## config.mk

```make
export PLATFORM = sky130hd
export DESIGN_NAME = skewed_delay_bank
export DESIGN_NICKNAME = d
export VERILOG_FILES = /design/src/rtl/skewed_delay_bank.sv
export SDC_FILE = /design/constraint.sdc
export NUM_CORES = 1
export LEC_CHECK = 0
export CELL_PAD_IN_SITES_DETAIL_PLACEMENT = 0
export CELL_PAD_IN_SITES_GLOBAL_PLACEMENT = 2
export CORE_ASPECT_RATIO = 0.6
export CORE_MARGIN = 2
export CORE_UTILIZATION = 35
export DETAILED_ROUTE_END_ITERATION = 8
export MAX_ROUTING_LAYER = met4
export PLACE_DENSITY_LB_ADDON = 0.1
export SETUP_SLACK_MARGIN = 0.5
export SYNTH_ARGS = -nofsm -noshare
export SYNTH_HDL_FRONTEND = slang
export SYNTH_SLANG_ARGS = --single-unit
```

## constraint.sdc

```tcl
create_clock -name Clock -period 6.62 [get_ports Clock]
set_input_delay 1.324 -clock Clock [delete_from_list [all_inputs] [get_ports Clock]]
set_output_delay 1.324 -clock Clock [all_outputs]
set_load 0.02 [all_outputs]
```

## src/rtl/skewed_delay_bank.sv

```systemverilog
// Multi-channel delay bank: channel k is a valid-tagged register chain whose depth
// grows linearly with k (or with C-1-k when DIR=1), used to skew/deskew systolic operands.
module skewed_delay_bank #(
   parameter int W    = 16,
   parameter int C    = 4,
   parameter int BASE = 1,
   parameter int STEP = 1,
   parameter int DIR  = 0
) (
   input  logic           Clock,
   input  logic           Reset,
   input  logic           en,
   input  logic           flush,
   input  logic           in_valid,
   input  logic [C*W-1:0] in_data,
   output logic [C-1:0]   out_valid,
   output logic [C*W-1:0] out_data,
   output logic           empty
);

   logic [C-1:0] chan_busy;

   for (genvar k = 0; k < C; k++) begin : g_chan
      localparam int D = (DIR == 0) ? BASE + k * STEP : BASE + (C - 1 - k) * STEP;

      logic [D-1:0] vld;
      logic [W-1:0] dat [D];

      // Empty slots carry zero data, so an invalid output word always reads as 0.
      always_ff @(posedge Clock) begin
         if (Reset || flush) begin
            vld <= '0;
            for (int i = 0; i < D; i++) begin
               dat[i] <= '0;
            end
         end else if (en) begin
            vld[0] <= in_valid;
            dat[0] <= in_valid ? in_data[k*W +: W] : '0;
            for (int i = 1; i < D; i++) begin
               vld[i] <= vld[i-1];
               dat[i] <= dat[i-1];
            end
         end
      end

      assign out_valid[k]        = vld[D-1];
      assign out_data[k*W +: W]  = dat[D-1];
      assign chan_busy[k]        = |vld;
   end

   assign empty = ~|chan_busy;

endmodule
```

==> results.md <==
Status
- run status: finished clean

Clock tree
- maximum clock path buffer count: 2
- CTS clk-pin slew, worst paths: 0.07 ns
- clock latency reported for the late side of the worst-skew pair: 0.42 ns
- CTS Hold Buffers Added: 0
- post-cts resize count: 0
- number of CTS-inserted buffers: 17
- Post CTS Setup Buffer Count: 0
- clk sinks: 164
- CTS tree: built
- CTS root buf: sky130_fd_sc_hd__clkbuf_16
- number of H-tree levels: 4

Cells and area
- multi-input logic area: 1120 sq um
- area delta synth->final: 30.7%
- area of all sequential standard cells: 4880 sq um
- fraction of final layout cells sized beyond drive strength 1: 7.28%
- number of fillers in the final layout: 1593
- Post-layout nets: 564
- final cell area excluding filler cells: 8290 sq um

Synthesis
- arithmetic-cell share of the synthesized area counting full adders, half adders and majority gates: 0%
- register bit count reported by yosys: 164
- Syn Std Cell Area: 6340 sq um
- number of instances in the synthesized netlist: 387
- post-synthesis simple-gate area fraction: 16.7%
- main area contributors after synthesis: sky130_fd_sc_hd__edfxtp_1 (76%), sky130_fd_sc_hd__and2_1 (16%), sky130_fd_sc_hd__buf_4 (4.7%), sky130_fd_sc_hd__dfxtp_1 (1.3%), sky130_fd_sc_hd__mux2i_1 (0.63%)
- share of the synthesized netlist area taken by xor and xnor gates: 0%
- library cells used by synthesis: 14
- largest family of logic cells by synthesized area: simple AND/OR/NAND/NOR gates
- leading area contributor after synthesis: sky130_fd_sc_hd__edfxtp_1
- Syn. warnings: 0
- area fraction in compound gates after synthesis: 0%
- Mean Syn Cell Area: 16.4 sq um
- area share of the largest cell type after synthesis: 75.8%
- Post-Syn Nets: 456
- share of synthesized area occupied by flip-flops and latches: 77.0%
- share of synthesized area spent on multiplexers: 0.631%

Floorplan
- die extent in y: 108 microns
- ports placed on the boundary: 138
- full die area: 19200 sq um
- initial core utilization: 35.4%
- CORE AREA: 17900 sq um
- DIE WIDTH: 178 microns
- # rows: 38

GRT
- global router's overall resource usage: 11.1%
- largest net degree at the start of global routing: 97
- total gr overflow: 0
- initial antenna violation count: 0
- global-route wire length before repair: 15.6 mm
- vias in the first global route: 2990

Pwr
- maximum vdd ir drop: 0.146 mV
- leakage power: 3.22 nW
- PwrDens: 274 nW/um^2

Worst setup path
- Critical Path, Cell by Cell: clkdlybuf4s50_1, or3_4, buf_12
- cell family with the largest share of critical-path delay: buffers and inverters
- count of buffer and inverter cells on the critical path: 2
- required time at the worst-slack endpoint: 6.68 ns
- CP max stage delay: 0.83 ns
- source of the worst register-to-register timing path: g_chan[2].dat[0][17]$_SDFFCE_PN0P_
- critical path arrival: 3.45 ns
- worst setup path category: primary input to flip-flop
- Worst setup EP type: flip-flop
- cell at the slowest stage of the critical path: sky130_fd_sc_hd__or3_4
- launch point of the critical path: flush
- type of origin of the critical path: primary input
- CP Max Fanout: 86

Timing
- fin crit share: 51.3%
- normalized max-slew margin: 32.5%
- setup clock skew after layout: 0.00872 ns
- slew at the pin closest to its max-slew limit: 1.01 ns
- final number of hold-violating endpoints: 0
- Max Freq: 295 MHz
- min Tclk post-route: 3.39 ns
- setup_tns: 0 ns
- max-slew violation count: 0
- number of endpoints failing setup at the final stage: 0
- RSZ-0062 raised after global routing: false

Placed design
- post-detail-place hpwl: 5.57 mm
- area post-placement: 7710 sq um
- number of I/O port buffers: 137
- routability congestion estimate: 0.693

Detailed routing
- First DRT Iteration DRCs: 172
- remaining routing DRC violations: 0
- via count: 3056
- Initial DRT Pass Iterations: 4
- number of routed nets with antenna violations: 0
- total wire length: 9.90 mm
- vias per std cell: 4.08
- routed len/inst: 13.2 microns

Hold path
- classification of the worst-slack hold path: flip-flop to flip-flop
- origin of the worst min-delay path: g_chan[3].dat[1][3]$_SDFFCE_PN0P_

Job
- max capacitance violation total: 0

-- placed cells by master (no fill, tap or decap) --
cell type                         Yosys  layout
sky130_fd_sc_hd__nor3b_4              1       1
sky130_fd_sc_hd__diode_2              0       1
sky130_fd_sc_hd__clkbuf_8             0       2
sky130_fd_sc_hd__clkbuf_16            0      17
sky130_fd_sc_hd__inv_6                0       4
sky130_fd_sc_hd__nor4_1               1       1
sky130_fd_sc_hd__inv_8                0       4
sky130_fd_sc_hd__nor4bb_4             0       1
sky130_fd_sc_hd__clkinv_4             0       4
sky130_fd_sc_hd__clkdlybuf4s50_1      0     137
sky130_fd_sc_hd__nor3_1               4       4
sky130_fd_sc_hd__buf_4               40       2
sky130_fd_sc_hd__or3_4                0       1
sky130_fd_sc_hd__mux2i_1              4       4
sky130_fd_sc_hd__edfxtp_1           160     160
sky130_fd_sc_hd__clkbuf_1             5       1
sky130_fd_sc_hd__dfxtp_1              4       4
sky130_fd_sc_hd__and2_1             160     160
sky130_fd_sc_hd__buf_12               0       1
-- logic make-up after synthesis --
| kind of cell | count (synthesis) |
|---|---|
| buffers and inverters | 51 |
| flip-flops | 164 |
| AND/OR/NAND/NOR | 168 |
| multiplexers | 4 |
-- per-stage QoR --
step                util (%)  total power [mW]  std cells  setup WS (ns)  hold WS [ns]
floorplan                  -              1.28        387           1.18         0.497
global placement        43.0              1.35        716           2.84         0.498
detailed placement      43.0              1.36        716           2.78         0.502
CTS                     46.2              2.30        748           3.22         0.512
global route            46.2              2.36        748           3.09         0.532
finish                  46.2              2.27        749           3.23         0.509
-- synthesized netlist by cell type --
cell / count
sky130_fd_sc_hd__clkbuf_2: 1
sky130_fd_sc_hd__or3_1: 1
sky130_fd_sc_hd__buf_2: 4
sky130_fd_sc_hd__clkbuf_1: 5
sky130_fd_sc_hd__and2_1: 160
sky130_fd_sc_hd__edfxtp_1: 160
sky130_fd_sc_hd__buf_4: 40
sky130_fd_sc_hd__mux2i_1: 4
sky130_fd_sc_hd__dfxtp_1: 4
sky130_fd_sc_hd__nor4_1: 1
sky130_fd_sc_hd__buf_6: 1
sky130_fd_sc_hd__nor3_1: 4
sky130_fd_sc_hd__nor3b_4: 1
sky130_fd_sc_hd__nor4bb_1: 1
-- sequential cells by signal, summed over array words and instances (netlist names) --
name        flops
g_chan.vld      4
g_chan.dat    160
-- where the power goes --
part	leakage (nW)	internal [mW]	total (mW)	switching, mW
combinational	1.04	0.0750	0.137	0.0622
sequential	1.89	1.18	1.19	0.0106
clock	0.284	0.518	0.944	0.426
total	3.22	1.78	2.27	0.498
-- metal layers --
metal	GRT usage (%)	vias up	wire (microns)	share of wire, %
li1	-	1523	-	-
met1	15.0	1439	4930	50
met2	15.5	81	4300	43
met3	3.48	13	554	5.6
met4	4.57	0	120	1.2
met5	-	-	0	0
-- cell type report --
type	count	area share, %
well taps	240	3.62
repair buffers	140	17.0
clock inverters	12	1.39
diodes	1	0.0302
clock buffers	20	5.51
multi-input cells	172	13.5
flip-flops and latches	164	58.9
-- path summary, 6_finish.rpt --
check | slack (ns) | end | cells past startpoint
max | 3.23 | g_chan[2].dat[0][30]$_SDFFCE_PN0P_ | 3
min | 0.51 | g_chan[3].dat[2][3]$_SDFFCE_PN0P_ | 1
max reg2reg | 5.86 | g_chan[2].dat[0][33]$_SDFFCE_PN0P_ | 1
min reg2reg | 0.51 | g_chan[3].dat[2][3]$_SDFFCE_PN0P_ | 1
No activity file was read; power rests on OpenSTA's default activity.
